[src/rtl/hazard_ctrl_pkg.sv]
// rtl/hazard_ctrl_pkg.sv - shared CPU definitions used by the hazard controller
package hazard_ctrl_pkg;

  localparam int REG_W = 5;

  typedef enum logic [1:0] {
    S_RUN      = 2'd0,
    S_LU_STALL = 2'd1,
    S_MEM_WAIT = 2'd2
  } hz_state_e;

endpackage

[src/rtl/hazard_ctrl.sv]
// rtl/hazard_ctrl.sv - pipeline hazard control: load-use stall, memory wait, redirect flush
module hazard_ctrl
  import hazard_ctrl_pkg::*;
#(
  parameter int LU_STALL   = 1,
  parameter int NOP_ADDR_W = 32
) (
  input  logic                  clk_i,
  input  logic                  reset_i,
  input  logic [REG_W-1:0]      id_rs1_i,
  input  logic [REG_W-1:0]      id_rs2_i,
  input  logic                  id_rs1_used_i,
  input  logic                  id_rs2_used_i,
  input  logic                  ex_valid_i,
  input  logic                  ex_mem_read_i,
  input  logic [REG_W-1:0]      ex_rd_i,
  input  logic                  ex_redirect_i,
  input  logic [NOP_ADDR_W-1:0] ex_target_i,
  input  logic                  mem_busy_i,
  output logic                  data_suspend_o,
  output logic                  flush_o,
  output logic [NOP_ADDR_W-1:0] npc_o,
  output logic                  ifid_hold_o,
  output logic                  ifid_flush_o,
  output logic                  idex_bubble_o,
  output logic                  pipe_hold_o
);

  localparam logic [1:0] LU_RELOAD = 2'(LU_STALL - 1);

  hz_state_e             state_q, state_d;
  logic [1:0]            cnt_q, cnt_d;
  logic                  pend_v_q, pend_v_d;
  logic [NOP_ADDR_W-1:0] pend_tgt_q, pend_tgt_d;
  logic                  lu_hit;

  always_comb begin
    lu_hit = ex_valid_i & ex_mem_read_i & (ex_rd_i != '0) &
             ((id_rs1_used_i & (id_rs1_i == ex_rd_i)) |
              (id_rs2_used_i & (id_rs2_i == ex_rd_i)));
  end

  always_ff @(posedge clk_i) begin
    if (reset_i) begin
      state_q    <= S_RUN;
      cnt_q      <= '0;
      pend_v_q   <= 1'b0;
      pend_tgt_q <= '0;
    end else begin
      state_q    <= state_d;
      cnt_q      <= cnt_d;
      pend_v_q   <= pend_v_d;
      pend_tgt_q <= pend_tgt_d;
    end
  end

  always_comb begin
    state_d        = state_q;
    cnt_d          = cnt_q;
    pend_v_d       = pend_v_q;
    pend_tgt_d     = pend_tgt_q;
    data_suspend_o = 1'b0;
    flush_o        = 1'b0;
    npc_o          = ex_target_i;
    ifid_hold_o    = 1'b0;
    ifid_flush_o   = 1'b0;
    idex_bubble_o  = 1'b0;
    pipe_hold_o    = 1'b0;

    if (mem_busy_i) begin
      // Whole pipe frozen; only the first redirect seen while frozen is kept.
      state_d        = S_MEM_WAIT;
      cnt_d          = '0;
      data_suspend_o = 1'b1;
      ifid_hold_o    = 1'b1;
      pipe_hold_o    = 1'b1;
      if (ex_redirect_i && !pend_v_q) begin
        pend_v_d   = 1'b1;
        pend_tgt_d = ex_target_i;
      end
    end else begin
      case (state_q)
        S_MEM_WAIT: begin
          state_d = S_RUN;
          if (pend_v_q) begin
            flush_o       = 1'b1;
            npc_o         = pend_tgt_q;
            ifid_flush_o  = 1'b1;
            idex_bubble_o = 1'b1;
            pend_v_d      = 1'b0;
          end
        end
        S_LU_STALL: begin
          if (ex_redirect_i) begin
            flush_o       = 1'b1;
            ifid_flush_o  = 1'b1;
            idex_bubble_o = 1'b1;
            cnt_d         = '0;
            state_d       = S_RUN;
          end else begin
            data_suspend_o = 1'b1;
            ifid_hold_o    = 1'b1;
            idex_bubble_o  = 1'b1;
            cnt_d          = cnt_q - 2'd1;
            if (cnt_q <= 2'd1) state_d = S_RUN;
          end
        end
        default: begin
          if (ex_redirect_i) begin
            flush_o       = 1'b1;
            ifid_flush_o  = 1'b1;
            idex_bubble_o = 1'b1;
          end else if (lu_hit) begin
            data_suspend_o = 1'b1;
            ifid_hold_o    = 1'b1;
            idex_bubble_o  = 1'b1;
            if (LU_STALL > 1) begin
              cnt_d   = LU_RELOAD;
              state_d = S_LU_STALL;
            end
          end
        end
      endcase
    end
  end

endmodule

[config.mk]
export PLATFORM = sky130hd
export DESIGN_NAME = hazard_ctrl
export DESIGN_NICKNAME = d
export VERILOG_FILES = /design/src/rtl/hazard_ctrl_pkg.sv /design/src/rtl/hazard_ctrl.sv
export SDC_FILE = /design/constraint.sdc
export NUM_CORES = 1
export LEC_CHECK = 0
export BUFFER_PORTS_ARGS = -buffer_cell sky130_fd_sc_hd__buf_2
export CAP_MARGIN = 20
export CORE_ASPECT_RATIO = 0.7
export CORE_MARGIN = 2
export CORE_UTILIZATION = 45
export DETAILED_ROUTE_END_ITERATION = 8
export PLACE_DENSITY = 0.8
export REMOVE_ABC_BUFFERS = 1
export SYNTH_ARGS = -nofsm -noshare
export SYNTH_HDL_FRONTEND = slang
export SYNTH_SLANG_ARGS = --single-unit
export TNS_END_PERCENT = 100
[constraint.sdc]
create_clock -name clk_i -period 1.8 [get_ports clk_i]
set_input_delay 0.36 -clock clk_i [delete_from_list [all_inputs] [get_ports clk_i]]
set_output_delay 0.36 -clock clk_i [all_outputs]
set_load 0.02 [all_outputs]
Yosys cells after proc, flatten, opt, wreduce, memory -nomap -nowiden
Cells that the tools add are included.
Cells by class
  $add $sub $neg: 1
  $lt $le $gt $ge: 1
  equal/unequal tests: 7
  mux-type cells: 24
  bitwise operators: 6
  reduce and logical (&&, ||, !) cells: 11
Operators with widths (number)
  $mux 32: 3
  $mux 1: 14
  $eq 5x5->1: 2
  $mux 2: 4
  $reduce_and 2->1: 4
  $and 1x1->1: 5
  $reduce_bool 5->1: 1
  $ne 4x4->1 const B: 1
  $pmux 1 s2: 2
  $pmux 2 s2: 1
  $reduce_bool 2->1: 2
  $ne 3x3->1 const B: 1
  $reduce_bool 3->1: 1
  $eq 2x1->1 const B: 1
  $eq 2x2->1 const B: 1
  $le 2x1->1 const B: 1
  $ne 2x1->1 const B: 1
  $reduce_or 2->1: 1
  $sub 2x1->2 const B: 1
  $logic_and 1x1->1: 1
  $logic_not 1->1: 1
  $or 1x1->1: 1
Word-level totals
  register bits after elaboration: 37
  bits of input ports: 55
  output and inout bits: 38
  logic and storage cells: 55

Depth between registers and ports, before layout
  depth in word-level cells: 8
  depth in mapped cells: 5
  mapped depth without buffers: 4

Worst setup path after synthesis
No wires, ideal clock.
  kind: input to output
  from: input port ex_rd_i[2]
  to: output port ifid_hold_o
  arrival: 1546 ps
  data required time: 1440 ps
  setup slack: -106 ps
  stages on the path: 5
  buffers on the path: 1
  cells stage by stage: or4_1 -> nor2_1 -> or4_1 -> o21bai_1 -> buf_4
On the way
  longest elaborated chain between the ends: 8
  elaborated cells on any way between the ends: 12
  classes of those cells: 2 x eq/ne; 4 x mux; 5 x bitwise; 1 x reduce/logical
RTL lines
  from (decl): line hazard_ctrl.sv:16  | input logic [REG_W-1:0] ex_rd_i,
  $eq 5x5->1 (on tied branches): line hazard_ctrl.sv:39, hazard_ctrl.sv:40
  $and 1x1->1 (on tied branches): line hazard_ctrl.sv:39, hazard_ctrl.sv:40
  $or 1x1->1: line hazard_ctrl.sv:39  | ((id_rs1_used_i & (id_rs1_i == ex_rd_i)) |
  $and 1x1->1 *: line hazard_ctrl.sv:38  | lu_hit = ex_valid_i & ex_mem_read_i & (ex_rd_i != '0) &
  $mux 1 * (2 in a row)
  $pmux 1 s2 *
  $mux 1 *
  to (decl): line hazard_ctrl.sv:23  | output logic ifid_hold_o,
Every way passes the cells marked *; elsewhere a longest branch is shown, timed or not.

Worst setup path in the final report
  from: input port ex_rd_i[1]
  to: output port ifid_hold_o
On the way
  longest elaborated chain between the ends: 8
  elaborated cells on any way between the ends: 12
  classes of those cells: 2 x eq/ne; 4 x mux; 5 x bitwise; 1 x reduce/logical
RTL lines
  $eq 5x5->1 (on tied branches): line hazard_ctrl.sv:39, hazard_ctrl.sv:40
  $and 1x1->1 (on tied branches): line hazard_ctrl.sv:39, hazard_ctrl.sv:40
  $or 1x1->1: line hazard_ctrl.sv:39
  $and 1x1->1 *: line hazard_ctrl.sv:38
  $mux 1 *: line hazard_ctrl.sv:113  | end else if (lu_hit) begin
  $mux 1 *: line hazard_ctrl.sv:109  | if (ex_redirect_i) begin
  $pmux 1 s2 *: line hazard_ctrl.sv:82  | case (state_q)
  $mux 1 *: line hazard_ctrl.sv:70  | if (mem_busy_i) begin
Marks and branches as above.

==> impl_metrics.py <==
metrics = {
    "run_status": {
        "status": "finished, violations left",
        "violations": "setup timing",
    },
    "setup_path": {
        "crit_slowest_cell": "or4_1",
        "crit_top_cell": "or4_1",
        "crit_type": "primary input to output pin",
        "slowest_delay_ps": 480,
        "required_ps": 1440,
        "arrival_ps": 1540,
        "crit_fanout": 3,
        "critPathTopFamily": "simple AND/OR/NAND/NOR gates",
        "cp-end-kind": "output pin",
        "worstPathCellList": "buf_2 > or4_1 > nor2_1 > or4_1 > o21bai_1 > buf_4",
        "crit_path_start_kind": "primary input",
        "cp_num_buf_inv": 2,
    },
    "placement": {
        "hpwlAfterDp_um": 2898,
        "gp_congestion": 0.7755,
        "io_buffers": 92,
        "place_inst": 341,
    },
    "route": {
        "num_vias": 1773,
        "drt-total-wl_um": 4924,
        "drt-pass1-iter-count": 4,
        "antenna_left": 0,
        "wire_per_inst_um": 13.87,
        "drt_iter0_markers": 59,
        "route.detailed.drc": 0,
        "vias_per_cell": 4.994,
    },
    "global_routing": {
        "grt_first_pass_wirelength_um": 6962,
        "grt_max_degree": 35,
        "grt_pass1_vias": 1508,
        "track_usage": 0.2005,
        "grt_antenna_before_repair": 0,
        "grt.overflow.total": 0,
    },
    "timing": {
        "timing.fmax_mhz": 526.1,
        "fin_crit_ps": 1901,
        "rsz0062_at_grt": "true",
        "setup_ws_ps": -100.9,
        "setup_violations": 29,
        "tightest_slew_ps": 606.3,
        "max-slew-margin-rel": 0.5958,
        "clock_skew_ps": 3.604,
        "finalHoldViolations": 0,
        "post-route-period-util": 1.056,
        "slew_viol_final": 0,
    },
    "power": {
        "power_density_nw_per_um2": 701.7,
        "p_comb_frac": 0.237,
        "pwr-share-seq": 0.423,
        "power.total_w": 0.001910,
        "p_int_w": 0.001398,
        "pwr-share-clk": 0.341,
        "switching_share": 0.2682,
        "p_sw_w": 0.0005124,
        "vdd_drop_max_mv": 0.5113,
        "p_leak_nw": 1.281,
    },
    "synth": {
        "synth_top_area_frac": 0.3818,
        "synth.avg_cell_area_um2": 8.531,
        "syn_area_um2": 1783,
        "syn_inst": 209,
        "synth_area_leaders": "dfxtp_1, mux2_1, nand2_1, a21oi_1, xor2_1",
        "post_synth_num_cell_types": 24,
        "synth_top_cell_by_area": "dfxtp_1",
        "yosysWarnings": 0,
        "synth_seq_cells": 34,
        "synth_seq_area_share": 0.3818,
    },
    "clock_network": {
        "worstSkewPairLatency_ps": 280,
        "clk_path_buf_depth": 2,
        "cts_tree": "built",
        "numCtsBuffers": 5,
        "clkTransAtPathRegs_ps": 70,
        "root_buffer": "clkbuf_8",
        "cts_max_level": 2,
        "cts_sinks": 34,
    },
    "flow_run": {
        "cap_violations": 0,
    },
    "cells_and_area": {
        "layout_commonest_cell": "buf_2",
        "final_cell_mix": "buf_2, nand2_1, a21oi_1",
        "antenna_cells": 0,
        "drive_gt1_frac": 0.4554,
        "nets": 357,
        "fin_cells": 355,
        "synthToLayoutAreaGrowth_pct": 52.70,
        "nFillCells": 306,
    },
    "min_path": {
        "hp-class": "primary input to flop",
    },
    "die": {
        "die_x_um": 79.24,
        "core-area_um2": 3851,
        "fp.dieH_um": 56.67,
        "die_area_um2": 4490,
        "floorplan.initialDensity": 0.4630,
        "pin_count": 93,
        "std_cell_rows": 19,
    },
}
[synth_stat cells]
library cell,n
dfxtp_1,34
mux2_1,32
buf_2,4
nor2b_1,1
nand2_4,1
nand3b_1,1
or4_1,3
buf_4,9
nand3b_4,1
xnor2_1,2
o21ai_1,1
a21oi_1,33
nor2_1,2
o21bai_1,1
xor2_1,8
o22ai_1,1
nor4_1,2
and2_0,1
nand2_1,64
nand2b_1,1
and3b_1,1
clkbuf_1,4
a32oi_1,1
mux2i_1,1
[what timing repair did]
action                     CTS  global route
resized for setup           12            69
gates cloned                 1             2
buffers inserted             3             0
setup endpoints to repair   35            35
hold buffers                 0             0
pin swaps                    6             5
[metal layers]
layer / routed length (um) / part of all wire / GRT usage / vias to the layer above
li1: - / - / - / 884
met4: 61 / 0.012 / 0.06897 / 0
met5: 0 / 0 / 0 / -
met3: 272 / 0.055 / 0.05466 / 7
met1: 2213 / 0.45 / 0.2686 / 829
met2: 2376 / 0.48 / 0.3123 / 53
[kinds of logic (layout without fill, tap and decap cells)]
logic type,Yosys count,in the layout,synth area share
simple gates,78,78,0.1958
mux,33,33,0.2077
flops,34,34,0.3818
buf+inv,17,111,0.05754
xor+xnor,10,10,0.04913
compound gates,37,37,0.1081
[worst register-to-register path, stage by stage, from the launching register on]
cell	delay, ps
dfxtp_4	350
buf_4	140
and3b_1	530
buf_4	270
nand2_1	70
a21oi_1	150
[path summary, 6_finish.rpt]
kind / from / to / slack [ps] / cells past startpoint
hold / removal: ex_target_i[11] / pend_tgt_q[11]$_SDFFE_PP0P_ / 320 / 3
setup reg to reg: pend_v_q$_SDFFE_PP0P_ / pend_tgt_q[23]$_SDFFE_PP0P_ / 210 / 5
setup / recovery: ex_rd_i[1] / ifid_hold_o / -100 / 6
hold reg to reg: pend_tgt_q[11]$_SDFFE_PP0P_ / pend_tgt_q[11]$_SDFFE_PP0P_ / 450 / 2
[state kept, by name, summed over array words and instances, names as in the netlist]
signal,cells
pend_tgt_q,32
pend_v_q,1
state_q,1
[final cells by class]
class	count	area [um2]	area share
repair buffers	103	772.0	0.2835
well taps	52	65.06	0.02390
multi-input cells	158	1087	0.3994
flip-flops and latches	34	688.2	0.2528
clock buffers	8	110.1	0.04044
[power groups by stage]
stage | Clock, W | Combinational (W) | Sequential [W]
3_3_place_gp | 0 | 0.000351 | 0.000823
5_1_grt | 0.000705 | 0.000488 | 0.000812
3_5_place_dp | 0 | 0.000357 | 0.000824
4_1_cts | 0.000665 | 0.000375 | 0.000805
6_report | 0.000651 | 0.000452 | 0.000808
2_1_floorplan | 0 | 0.000191 | 0.000819
[through the flow]
| step | hold WS (ps) | cell area (um2) | setup TNS (ps) | util | worst slack, ps |
|---|---|---|---|---|---|
| global placement | 437.6 | 2256 | -82.57 | 0.5858 | -41.29 |
| floorplan | 426.1 | 1680 | -222.9 | - | -111.5 |
| finish | 320.0 | 2723 | -816.2 | 0.7070 | -100.9 |
| global route | 318.7 | 2723 | -2602 | 0.7070 | -104.1 |
| detailed placement | 444.4 | 2256 | -104.5 | 0.5858 | -44.43 |
| CTS | 312.8 | 2447 | -157.1 | 0.6355 | -28.25 |
Power figures use the tool's default switching activity.
